$ cat src/rtl/dec_lut_encoder8bits_clk_if.sv
// Request/codeword bus between the triangular-codeword encoder and its neighbours.
// master: requester and decoder side; slave: the encoder.
interface dec_lut_encoder8bits_clk_if #(
    parameter int unsigned N_BITS = 9,
    parameter int unsigned W_BITS = 20
);
    logic              start;
    logic [N_BITS-1:0] N_in;
    logic              ready;
    logic [W_BITS-1:0] W;
    logic              W_valid;
    logic              found;
    logic              timeout;
    logic              busy;

    modport master (
        output start, N_in, found,
        input  ready, W, W_valid, timeout, busy
    );

    modport slave (
        input  start, N_in, found,
        output ready, W, W_valid, timeout, busy
    );
endinterface

$ cat src/rtl/dec_lut_encoder8bits_clk.sv
// Iterative shift-add encoder producing W = N*(N+1)/2, held on the bus until
// the downstream decoder acknowledges with found or the hold timeout expires.
module dec_lut_encoder8bits_clk #(
    parameter int unsigned W_BITS  = 20,
    parameter int unsigned N_BITS  = 9,
    parameter int unsigned TIMEOUT = 64
) (
    input  logic                         clk,
    input  logic                         rst_n,
    dec_lut_encoder8bits_clk_if.slave    bus
);

    localparam int unsigned ACC_W = W_BITS + 1;
    localparam int unsigned MC_W  = N_BITS + 1;
    localparam int unsigned CNT_W = (N_BITS > 1) ? $clog2(N_BITS) : 1;
    localparam int unsigned HC_W  = (TIMEOUT > 1) ? $clog2(TIMEOUT) : 1;

    localparam logic [CNT_W-1:0] CNT_LAST  = CNT_W'(N_BITS - 1);
    localparam logic [HC_W-1:0]  HOLD_LAST = HC_W'((TIMEOUT > 0) ? TIMEOUT - 1 : 0);

    typedef enum logic [1:0] {
        IDLE = 2'd0,
        CALC = 2'd1,
        HOLD = 2'd2
    } state_t;

    state_t            state;
    logic [ACC_W-1:0]  acc;
    logic [MC_W-1:0]   mcand;
    logic [N_BITS-1:0] mplier;
    logic [CNT_W-1:0]  cnt;
    logic [HC_W-1:0]   hold_cnt;

    logic              ready_q;
    logic              busy_q;
    logic [W_BITS-1:0] w_q;
    logic              w_valid_q;
    logic              timeout_q;

    logic [ACC_W-1:0]  addend;
    logic [ACC_W-1:0]  acc_next;

    // Partial product for the current multiplier bit, kept at full accumulator width.
    always_comb begin
        addend   = '0;
        if (mplier[cnt]) begin
            addend = ACC_W'(mcand) << cnt;
        end
        acc_next = acc + addend;
    end

    always_ff @(posedge clk or negedge rst_n) begin
        if (!rst_n) begin
            state     <= IDLE;
            acc       <= '0;
            mcand     <= '0;
            mplier    <= '0;
            cnt       <= '0;
            hold_cnt  <= '0;
            ready_q   <= 1'b1;
            busy_q    <= 1'b0;
            w_q       <= '0;
            w_valid_q <= 1'b0;
            timeout_q <= 1'b0;
        end else begin
            timeout_q <= 1'b0;
            case (state)
                IDLE: begin
                    if (bus.start) begin
                        mplier  <= bus.N_in;
                        mcand   <= {1'b0, bus.N_in} + {{N_BITS{1'b0}}, 1'b1};
                        acc     <= '0;
                        cnt     <= '0;
                        ready_q <= 1'b0;
                        busy_q  <= 1'b1;
                        state   <= CALC;
                    end
                end

                CALC: begin
                    acc <= acc_next;
                    cnt <= cnt + CNT_W'(1);
                    if (cnt == CNT_LAST) begin
                        // Product N*(N+1) is always even, so the shift is exact.
                        w_q       <= W_BITS'(acc_next >> 1);
                        w_valid_q <= 1'b1;
                        hold_cnt  <= '0;
                        state     <= HOLD;
                    end
                end

                HOLD: begin
                    if (bus.found) begin
                        w_valid_q <= 1'b0;
                        ready_q   <= 1'b1;
                        busy_q    <= 1'b0;
                        state     <= IDLE;
                    end else if ((TIMEOUT > 0) && (hold_cnt == HOLD_LAST)) begin
                        w_valid_q <= 1'b0;
                        timeout_q <= 1'b1;
                        ready_q   <= 1'b1;
                        busy_q    <= 1'b0;
                        state     <= IDLE;
                    end else if (TIMEOUT > 0) begin
                        hold_cnt <= hold_cnt + HC_W'(1);
                    end
                end

                default: begin
                    ready_q   <= 1'b1;
                    busy_q    <= 1'b0;
                    w_valid_q <= 1'b0;
                    state     <= IDLE;
                end
            endcase
        end
    end

    assign bus.ready   = ready_q;
    assign bus.busy    = busy_q;
    assign bus.W       = w_q;
    assign bus.W_valid = w_valid_q;
    assign bus.timeout = timeout_q;

endmodule

$ cat src/flat_wrapper.sv
// flat-port wrapper written by rule: the top's interface ports become plain ports
module dec_lut_encoder8bits_clk_flat 
#(
    parameter int unsigned W_BITS  = 20,
    parameter int unsigned N_BITS  = 9,
    parameter int unsigned TIMEOUT = 64
)
  (clk, rst_n, bus_start, bus_N_in, bus_found, bus_ready, bus_W, bus_W_valid, bus_timeout, bus_busy);
  dec_lut_encoder8bits_clk_if #(.N_BITS(N_BITS), .W_BITS(W_BITS)) bus_i ();
  input  logic clk;
  input  logic rst_n;
  input wire logic [$bits(bus_i.start)-1:0] bus_start;
  input wire logic [$bits(bus_i.N_in)-1:0] bus_N_in;
  input wire logic [$bits(bus_i.found)-1:0] bus_found;
  output wire logic [$bits(bus_i.ready)-1:0] bus_ready;
  output wire logic [$bits(bus_i.W)-1:0] bus_W;
  output wire logic [$bits(bus_i.W_valid)-1:0] bus_W_valid;
  output wire logic [$bits(bus_i.timeout)-1:0] bus_timeout;
  output wire logic [$bits(bus_i.busy)-1:0] bus_busy;
  assign bus_i.start = bus_start;
  assign bus_i.N_in = bus_N_in;
  assign bus_i.found = bus_found;
  assign bus_ready = bus_i.ready;
  assign bus_W = bus_i.W;
  assign bus_W_valid = bus_i.W_valid;
  assign bus_timeout = bus_i.timeout;
  assign bus_busy = bus_i.busy;
  dec_lut_encoder8bits_clk #(.W_BITS(W_BITS), .N_BITS(N_BITS), .TIMEOUT(TIMEOUT)) u_core (.clk(clk), .rst_n(rst_n), .bus(bus_i));
endmodule
$ cat config.mk
export PLATFORM = sky130hd
export DESIGN_NAME = dec_lut_encoder8bits_clk_flat
export DESIGN_NICKNAME = d
export VERILOG_FILES = /design/src/rtl/dec_lut_encoder8bits_clk_if.sv /design/src/rtl/dec_lut_encoder8bits_clk.sv /design/src/flat_wrapper.sv
export SDC_FILE = /design/constraint.sdc
export NUM_CORES = 1
export LEC_CHECK = 0
export ABC_AREA = 1
export CORE_MARGIN = 2
export CORE_UTILIZATION = 43
export CTS_BUF_LIST = sky130_fd_sc_hd__clkbuf_4 sky130_fd_sc_hd__clkbuf_8
export CTS_CLUSTER_DIAMETER = 80
export CTS_CLUSTER_SIZE = 30
export DETAILED_ROUTE_END_ITERATION = 8
export HOLD_SLACK_MARGIN = 0.08
export SLEW_MARGIN = 20
export SYNTH_ARGS = -nofsm -noshare
export SYNTH_HDL_FRONTEND = slang
export SYNTH_SLANG_ARGS = --single-unit
$ cat constraint.sdc
create_clock -name clk -period 2.5 [get_ports clk]
set_input_delay 0.5 -clock clk [delete_from_list [all_inputs] [get_ports clk]]
set_output_delay 0.5 -clock clk [all_outputs]
set_load 0.02 [all_outputs]
==> results of run 1 <==
==> path summary, 6_finish.rpt <==
kind                       slack (ns)  depth (start not counted)                           end                          from
max in group asynchronous        1.25                          3  u_core.bus.ready$_DFFE_PN1P_                         rst_n
hold / removal                   0.48                          2  u_core.bus.W[10]$_DFFE_PN0P_  u_core.bus.W[10]$_DFFE_PN0P_
hold reg to reg                  0.48                          2  u_core.bus.W[10]$_DFFE_PN0P_  u_core.bus.W[10]$_DFFE_PN0P_
setup / recovery                -0.22                         20    u_core.acc[19]$_DFFE_PN0P_     u_core.cnt[0]$_DFFE_PN0P_
setup reg to reg                -0.22                         20    u_core.acc[19]$_DFFE_PN0P_     u_core.cnt[0]$_DFFE_PN0P_
min in group asynchronous        0.61                          2     u_core.acc[3]$_DFFE_PN0P_                         rst_n
==> area by class of cell <==
| cell class | instances | area [µm²] | share of cell area |
|---|---|---|---|
| repair inverters | 1 | 7.51 | 0.000969 |
| clock inverters | 4 | 48.8 | 0.00630 |
| flip-flops and latches | 76 | 1910 | 0.246 |
| multi-input cells | 566 | 3840 | 0.496 |
| inverters | 90 | 350 | 0.0452 |
| repair buffers | 141 | 1250 | 0.162 |
| well taps | 143 | 179 | 0.0231 |
| clock buffers | 12 | 159 | 0.0205 |
==> repair_timing <==
item                                    in CTS  in global routing
pin swaps                                   85                 97
buffers inserted                            14                 12
gates resized for setup                    188                134
gates cloned                                 5                  0
hold buffers                                 1                  0
endpoints found under the setup margin      38                 38
hold endpoints to repair                     6                  0
==> per-layer routing <==
layer / vias up / part of all wire / global-route usage
met1: 2596 / 0.46 / 0.364
met3: 30 / 0.048 / 0.0410
met4: 0 / 0.025 / 0.0854
met5: - / 0 / 0
li1: 2672 / - / -
met2: 131 / 0.46 / 0.400
==> layout by cell type (no fill, tap or decap), types with 5 or more instances in the layout <==
cell type        count
nand2_1            217
ha_1                 7
buf_4               82
inv_1               69
buf_6               19
clkbuf_8            11
inv_2               16
dfrtp_1             73
nor2_2              12
nand3_1             38
a21oi_2              6
nand2_4             24
clkdlybuf4s50_1     35
ha_4                16
nand3_4              7
o21ai_1             19
nand3b_1             9
nand3_2             17
nand4_1             10
nor2_1              30
o21ai_0             16
o21ai_2             18
nor2_4              19
nand2_2             53
inv_4                5
a21oi_1              8
==> report_power, final <==
part / internal [µW] / switching [µW] / leakage, µW
Clock: 525 / 496 / 0.000110
Combinational: 3640 / 4410 / 0.00281
Sequential: 1750 / 433 / 0.000963
Total: 5920 / 5340 / 0.00388
==> cell families (layout without fill, tap and decap cells) <==
group,after synthesis,count (layout),synth area share
AO/OA/AOI/OAI,82,82,0.0873
adder cells (fa/ha/maj),25,25,0.0631
flip-flops,76,76,0.375
buffers and inverters,110,248,0.0843
multiplexers,2,2,0.00394
XOR/XNOR,11,11,0.0190
other,1,2,0.000739
AND/OR/NAND/NOR,443,444,0.367
==> worst reg2reg max path: stages, from the launching register on <==
cell and delay (ns):
dfrtp_2 0.49, clkinvlp_4 0.21, nand2_2 0.11, nand2_1 0.05
o21ai_1 0.14, buf_4 0.15, nand2_4 0.05, nand2_4 0.08
buf_12 0.10, nor2_4 0.04, ha_4 0.30, nand2_4 0.08
buf_6 0.13, nor2_4 0.13, nand2_2 0.11, nor2_2 0.09
nand2_1 0.09, nand3_2 0.08, nand2_2 0.05, nand3_1 0.08
nand2_1 0.06
==> sequential cells by signal, summed over array words and instances, names as in the netlist <==
| name | flops |
|---|---|
| u_core.acc | 21 |
| u_core.bus.W | 20 |
| u_core.bus.W_valid | 1 |
| u_core.bus.busy | 1 |
| u_core.bus.ready | 1 |
| u_core.bus.timeout | 1 |
| u_core.cnt | 4 |
| u_core.hold_cnt | 6 |
| u_core.mcand | 10 |
| u_core.mplier | 9 |
| u_core.state | 2 |
==> stage by stage <==
step                      instances  instance area (µm²)  hold WS (ns)
after floorplan                 751                 5090         0.204
after global placement          988                 6140         0.456
after detailed placement        988                 6140         0.463
after CTS                      1023                 7160         0.486
after global routing           1033                 7750         0.504
final                          1033                 7750         0.480
==> flow_metrics.tcl, run 1 <==
set metrics [dict create \
    violations "negative setup slack" \
    fillers 932 \
    vias_per_cell 5.26 \
    ant_nets 0 \
    critPathMaxStageDelay_ns 0.49 \
    clockRootBuffer "clkbuf_8" \
    cts_tree "yes" \
    core-area_um2 11500 \
    slew_viol_final 0 \
    synth-seq-area-share 0.375 \
    drcViolationCount 0 \
    cts_inserted_buffers 9 \
    clkSlewWorstSetupHoldPaths_ns 0.08 \
    leakage_uw 0.00388 \
    status "complete, but fails checks" \
    synth_top_area_share 0.370 \
    fp-row-count 39 \
    path_delay_family "simple AND/OR/NAND/NOR gates" \
    drive_above_1_share 0.381 \
    async_flop_share 1.00 \
    final-hold-violation-count 0 \
    power_uw 11300 \
    fp.dieH_um 113 \
    die_x_um 113 \
    yosysUniqueCellTypes 37 \
    ios 37 \
    fmax_ghz 0.367 \
    first_pass_iters 5 \
    synth-seq-cells 76 \
    fin_util 0.676 \
    worst_ep_arrival_time_ns 3.00 \
    cts_sinks 76 \
    yosysWarningCount 0 \
    drt-initial-drc-count 339 \
    grt_pass1_wl_mm 26.0 \
    required_ns 2.77 \
    cap_violations 0 \
    grtUsageTotal 0.256 \
    synth_flop_cell "dfrtp_1" \
    synth_area_um2 5070 \
    nets 923 \
    vdd_drop_max_v 0.000885 \
    worst_skew_pair.late_latency_ns 0.38 \
    antenna_found_initial 0 \
    crit_fanout 6 \
    ys_top_cells_by_count "293 x nand2_1, 85 x inv_1, 75 x dfrtp_1" \
    grt_remaining_overflow 0 \
    worst_setup_path_start_kind "register" \
    cp_slowest_cell "dfrtp_2" \
    worstSetupPathType "reg2reg" \
    hold_class "reg2reg" \
    diodes 0 \
    post-place-ws_ns -0.565 \
    wl_per_cell_um 15.8 \
    io_buffers 36 \
    synth-edff-count 0 \
    cp_cell_sequence "clkinvlp_4 -> nand2_2 -> nand2_1 -> o21ai_1 -> buf_4 -> nand2_4 -> nand2_4 -> buf_12 -> nor2_4 -> ha_4 -> nand2_4 -> buf_6 -> nor2_4 -> nand2_2 -> nor2_2 -> nand2_1 -> nand3_2 -> nand2_2 -> nand3_1 -> nand2_1" \
    yosys-top-cells-area "dfrtp_1 37%, nand2_1 22%, inv_1 6.3%" \
    yosysTopAreaCell "dfrtp_1" \
    syn2layout_area_growth_pct 52.7 \
    clock_skew_ns 0.00755 \
    fin_tns_setup_ns -4.05 \
    dieArea_um2 12700 \
    cp.buffers_inverters 4 \
    end_kind "register" \
    setup_ws_ns -0.222 \
    powerDensity_nw_per_um2 1450 \
    cts_max_path_buffers 2 \
    hpwl_mm 10.8 \
    setup_viol 34 \
    min_period_ns 2.72 \
    fin_crit_sh 1.09 \
    htree_levels 3 \
    vias 5429 \
    start_util 0.443 \
    totalWireLength_mm 16.3 \
    synthCells 750 \
    rsz0062_at_grt "yes" \
    grt_pass1_vias 5222 \
    synth.most_common_cell "nand2_1" \
    avgSynthCellArea_um2 6.77 \
    grt_max_degree 44 \
    place_congestion 0.986 \
]
Power figures use the tool's default switching activity.
==> run 2: changes to the inputs <==
--- a/config.mk
+++ b/config.mk
@@ -6,7 +6,6 @@
 export NUM_CORES = 1
 export LEC_CHECK = 0
 export ABC_AREA = 1
-export CORE_MARGIN = 2
 export CORE_UTILIZATION = 43
 export CTS_BUF_LIST = sky130_fd_sc_hd__clkbuf_4 sky130_fd_sc_hd__clkbuf_8
 export CTS_CLUSTER_DIAMETER = 80
==> run 2 against run 1 <==
The flow still finishes with violations (negative setup slack). Sequential cell count stayed put. Final cell count is 1.1% lower. Sequential power about the same. Register-to-register slack gained 0.06 ns. Combinational power fell by 9.4%. Die area down 3.5%. Setup slack improved by 0.057 ns. Worst hold slack lost 0.0016 ns. Critical path depth shrank 3. Maximum frequency is 2.1% higher. Critical endpoint is now u_core.acc[14]$_DFFE_PN0P_. Wire length shrank 6.4%. Via count decreased by 2.7%.
==> flow_metrics.tcl, run 2 (synthesis results as in run 1) <==
set metrics [dict create \
    drcViolationCount 0 \
    slew_viol_final 0 \
    final-hold-violation-count 0 \
    fmax_ghz 0.375 \
    worst_setup_path_start_kind "register" \
    cp-startpoint "u_core.cnt[0]$_DFFE_PN0P_" \
    hp-start "u_core.bus.W[8]$_DFFE_PN0P_" \
    powerDensity_nw_per_um2 1410 \
    worst_skew_pair.late_latency_ns 0.38 \
    first_pass_iters 5 \
    totalWireLength_mm 15.2 \
    fp-row-count 39 \
    clock_skew_ns 0.0109 \
    fin_util 0.650 \
    cts_sinks 76 \
    dpl_cell_area_um2 6120 \
    end_kind "register" \
    place_congestion 0.926 \
    design_area_um2 7450 \
    required_ns 2.77 \
    violations "negative setup slack" \
    die_x_um 111 \
    largest_register_ffs 21 \
    whs_ns 0.479 \
    vias_per_cell 5.17 \
    grt_max_degree 44 \
    setup_ws_ns -0.165 \
    wl_per_cell_um 14.9 \
    grt_pass1_wl_mm 24.9 \
    vias 5284 \
    setup_viol 30 \
    syn2layout_area_growth_pct 46.8 \
    cts_tree "yes" \
    dieArea_um2 12200 \
    htree_levels 3 \
    nets 912 \
    fin_crit_sh 1.07 \
    clockRootBuffer "clkbuf_8" \
    worstSetupPathType "reg2reg" \
    hold_class "reg2reg" \
    ios 37 \
    diodes 0 \
    cap_violations 0 \
    r2r_start "u_core.cnt[0]$_DFFE_PN0P_" \
    dp.cells 986 \
    final_cells 1022 \
    grtUsageTotal 0.254 \
    drt-initial-drc-count 324 \
    antenna_found_initial 0 \
    status "complete, but fails checks" \
    hpwl_mm 10.7 \
    start_util 0.443 \
    io_buffers 36 \
    grt_remaining_overflow 0 \
    ant_nets 0 \
    fp.dieH_um 111 \
    vdd_drop_max_v 0.000867 \
    rsz0062_at_grt "yes" \
    clkSlewWorstSetupHoldPaths_ns 0.08 \
    core-area_um2 11500 \
    drive_above_1_share 0.342 \
    worst_ep_arrival_time_ns 2.94 \
    regMostFlops "u_core.acc" \
    crit_fanout 8 \
    min_period_ns 2.67 \
    cts_inserted_buffers 9 \
    cts_max_path_buffers 2 \
    grt_pass1_vias 4986 \
    final_cell_mix "232 x nand2_1, 87 x buf_4, 74 x dfrtp_1, 68 x inv_1, 43 x nand3_1" \
    leakage_uw 0.00375 \
    fillers 978 \
    power_uw 10500 \
    final_common_cell "nand2_1" \
]
[run 2: metal layers]
layer  part of all wire  global-route usage  vias to the layer above
li1                   -                   -                     2640
met1               0.49               0.362                     2480
met2               0.44               0.386                      131
met3              0.043              0.0499                       33
met4              0.021              0.0836                        0
met5                  0                   0                        -
[run 2: through the flow]
stage,setup WS (ns),TNS (ns)
detailed placement,-0.497,-11.02
global route,-0.310,-7.48
CTS,-0.0993,-1.89
finish,-0.165,-2.66
global placement,-0.512,-10.55
floorplan,0.00961,0
[run 2: where the power goes]
| group | switching (µW) | internal [µW] |
|---|---|---|
| registers | 411 | 1750 |
| logic | 4090 | 3200 |
| clock network | 471 | 610 |
| total | 4980 | 5560 |
[run 2: path summary, 6_finish.rpt]
| kind | cells after the start | slack [ns] | endpoint |
|---|---|---|---|
| setup / recovery | 17 | -0.17 | u_core.acc[14]$_DFFE_PN0P_ |
| hold / removal | 2 | 0.48 | u_core.bus.W[8]$_DFFE_PN0P_ |
| setup reg to reg | 17 | -0.17 | u_core.acc[14]$_DFFE_PN0P_ |
| hold reg to reg | 2 | 0.48 | u_core.bus.W[8]$_DFFE_PN0P_ |
| max in group asynchronous | 3 | 1.25 | u_core.bus.ready$_DFFE_PN1P_ |
| min in group asynchronous | 2 | 0.60 | u_core.hold_cnt[5]$_DFFE_PN0P_ |
[run 2: what timing repair did]
action | CTS | global route
pin swaps | 49 | 73
hold buffers | 1 | 0
setup endpoints to repair | 38 | 38
gates resized for setup | 119 | 146
gates cloned | 2 | 1
buffers inserted | 10 | 7
hold endpoints to repair | 33 | 0
[run 2: area by class of cell]
class / instances / area (µm²) / share of cell area
multi-input cells: 566 / 3680 / 0.494
flip-flops and latches: 76 / 1900 / 0.256
repair buffers: 130 / 1100 / 0.148
inverters: 90 / 353 / 0.0474
well taps: 143 / 179 / 0.0240
clock buffers: 12 / 153 / 0.0205
clock inverters: 4 / 72.6 / 0.00974
repair inverters: 1 / 5.00 / 0.000672
[run 2: worst max-delay path, stage by stage, from the launching register on]
cell	delay, ns
dfrtp_2	0.47
buf_6	0.16
o21ai_2	0.13
o21ai_2	0.09
nand2_2	0.14
nand3_4	0.14
nand3_2	0.10
inv_2	0.04
ha_4	0.15
fa_2	0.37
nand3_2	0.10
nand3_4	0.11
nand2_2	0.11
nand2_4	0.09
nand3_4	0.09
nand3b_1	0.12
nand3_1	0.10
nand2_1	0.05
==> run 3: changes to the inputs <==
--- a/config.mk
+++ b/config.mk
@@ -11,6 +11,7 @@
 export CTS_CLUSTER_DIAMETER = 80
 export CTS_CLUSTER_SIZE = 30
 export DETAILED_ROUTE_END_ITERATION = 8
+export GPL_TIMING_DRIVEN = 0
 export HOLD_SLACK_MARGIN = 0.08
 export SLEW_MARGIN = 20
 export SYNTH_ARGS = -nofsm -noshare
==> run 3 against run 2 <==
The flow still finishes with violations (negative setup slack). Die area did not move. Setup slack got worse by 0.076 ns. Sequential power barely moved. Non-clock buffer count fell by 33. Critical endpoint is now u_core.acc[20]$_DFFE_PN0P_. Highest routed layer unchanged.
==> flow_metrics.tcl, run 3 (synthesis results as in run 1) <==
set metrics [dict create \
    rsz0062_at_grt "yes" \
    min_period_ns 2.74 \
    p_seq_frac 0.217 \
    slew_viol_final 0 \
    dieArea_um2 12200 \
    met1_length_mm 7.15 \
    place_congestion 0.940 \
    final-seq-area_um2 1910 \
    required_ns 2.81 \
    clock_skew_ns 0.0115 \
    clkSlewWorstSetupHoldPaths_ns 0.09 \
    cp_cell_sequence "buf_4 -> o21ai_2 -> mux2i_1 -> o21ai_0 -> nand3_1 -> nand2_2 -> ha_4 -> nand2_1 -> nand2_1 -> a21oi_4 -> buf_4 -> nand2_1 -> nand2_1 -> nand3_1 -> nand2_2 -> nand3_1 -> nand2_1" \
    drive_above_1_share 0.276 \
    htree_levels 3 \
    intPower_uw 5100 \
    pwr-share-clk 0.100 \
    cts_sinks 76 \
    syn2layout_area_growth_pct 38.8 \
    grt_pass1_vias 5057 \
    fp-row-count 39 \
    grtUsageTotal 0.252 \
    ant_nets 0 \
    cp_slowest_cell "dfrtp_2" \
    hold_class "reg2reg" \
    violations "negative setup slack" \
    die_x_um 111 \
    end_kind "register" \
    topRoutingLayerUsed "met4" \
    core-area_um2 11500 \
    largest_register_ffs 21 \
    setup_ws_ns -0.241 \
    sw_frac_of_total 0.491 \
    hpwl_mm 10.5 \
    totalWireLength_mm 15.1 \
    fp.dieH_um 111 \
    grt_max_degree 49 \
    final-hold-violation-count 0 \
    cts_tree "yes" \
    setup_viol 32 \
    grt_pass1_wl_mm 24.7 \
    slew_headroom 0.539 \
    start_util 0.443 \
    worstMarginPinSlew_ns 0.692 \
    cp.buffers_inverters 2 \
    cap_violations 0 \
    powerDensity_nw_per_um2 1420 \
    antenna_found_initial 0 \
    routed-wl-met2_mm 6.77 \
    final_common_cell "nand2_1" \
    grt_remaining_overflow 0 \
    wl_per_cell_um 15.3 \
    multi_input_area_um2 3600 \
    vias_per_cell 5.26 \
    io_buffers 36 \
    whs_ns 0.481 \
    fmax_ghz 0.365 \
    crit_fanout 5 \
    clockRootBuffer "clkbuf_8" \
    drt-initial-drc-count 287 \
    first_pass_iters 5 \
    fin_tns_setup_ns -5.01 \
    switchingPower_uw 4920 \
    wl_met3_um 703 \
    ios 37 \
    final_cell_mix "247 x nand2_1, 73 x dfrtp_1, 72 x inv_1, 49 x nand3_1, 38 x buf_4" \
    worstSetupPathType "reg2reg" \
    fillers 997 \
    comb_power_share 0.683 \
    fin_crit_sh 1.10 \
    drcViolationCount 0 \
    vdd_drop_max_v 0.000818 \
    post-place-ws_ns -0.661 \
    cts_max_path_buffers 2 \
    status "complete, but fails checks" \
    worst_setup_path_start_kind "register" \
    critPathMaxStageDelay_ns 0.49 \
    worst_skew_pair.late_latency_ns 0.38 \
    cts_inserted_buffers 9 \
    crit_top_cell "nand2_1" \
    path_delay_family "simple AND/OR/NAND/NOR gates" \
    diodes 0 \
    vias 5193 \
    leakage_uw 0.00354 \
    regMostFlops "u_core.acc" \
    nets 878 \
    worst_ep_arrival_time_ns 3.06 \
]
## run 3: cell types whose count changed in the layout (fill, tap and decap cells not counted), sizes merged
cell    before  now
clkbuf      12   17
bufinv       2    1
inv         89   91
buf         94   54
## run 3: metal layers
metal,GRT usage,vias to the layer above
met5,0,-
met4,0.0996,0
met3,0.0351,36
met2,0.396,136
met1,0.351,2445
li1,-,2576
## run 3: timing repair
item	4_1_cts	5_1_grt
endpoints found under the hold margin	28	0
hold buffers	1	0
pin swaps	49	36
cloned	3	0
resized for setup	162	76
setup buffers	26	14
setup endpoints to repair	40	38
## run 3: area by class of cell
type                       count  share of cell area
clock inverter                 6              0.0103
timing repair buffer          79               0.102
multi-input combinational    566               0.511
sequential                    76               0.271
buffer                        18              0.0137
tap                          143              0.0254
clock buffer                  10              0.0187
inverter                      90              0.0487
## run 3: power by group through the flow
stage	Sequential, µW	Clock [µW]	Combinational (µW)
final	2170	1000	6840
after global routing	2240	1070	7380
after CTS	2150	1020	5870
after detailed placement	2090	0	4330
after global placement	2080	0	4260
after floorplan	2210	0	2900
## run 3: metrics by stage
| step | cell area [µm²] | std cells | utilization | total power (µW) |
|---|---|---|---|---|
| after floorplan | 5090 | 751 | - | 5100 |
| after global placement | 5630 | 930 | 0.491 | 6340 |
| after detailed placement | 5660 | 931 | 0.493 | 6420 |
| after CTS | 6660 | 975 | 0.580 | 9040 |
| after global routing | 7040 | 988 | 0.614 | 10700 |
| final | 7040 | 988 | 0.614 | 10000 |
## run 3: final timing paths
path	slack, ns	end	start	cells past startpoint
max in group asynchronous	1.30	u_core.bus.ready$_DFFE_PN1P_	rst_n	3
max	-0.24	u_core.acc[20]$_DFFE_PN0P_	u_core.cnt[0]$_DFFE_PN0P_	17
min in group asynchronous	0.59	u_core.hold_cnt[4]$_DFFE_PN0P_	rst_n	2
min reg2reg	0.48	u_core.bus.W[8]$_DFFE_PN0P_	u_core.bus.W[8]$_DFFE_PN0P_	2
max reg2reg	-0.24	u_core.acc[20]$_DFFE_PN0P_	u_core.cnt[0]$_DFFE_PN0P_	17
min	0.48	u_core.bus.W[8]$_DFFE_PN0P_	u_core.bus.W[8]$_DFFE_PN0P_	2
## run 3: worst reg2reg max path, stage by stage (launching register included)
cell and delay [ns]:
dfrtp_2 0.49, buf_4 0.19, o21ai_2 0.18, mux2i_1 0.13, o21ai_0 0.21, nand3_1 0.14
nand2_2 0.16, ha_4 0.24, nand2_1 0.07, nand2_1 0.11, a21oi_4 0.16, buf_4 0.14
nand2_1 0.05, nand2_1 0.07, nand3_1 0.09, nand2_2 0.09, nand3_1 0.07, nand2_1 0.10
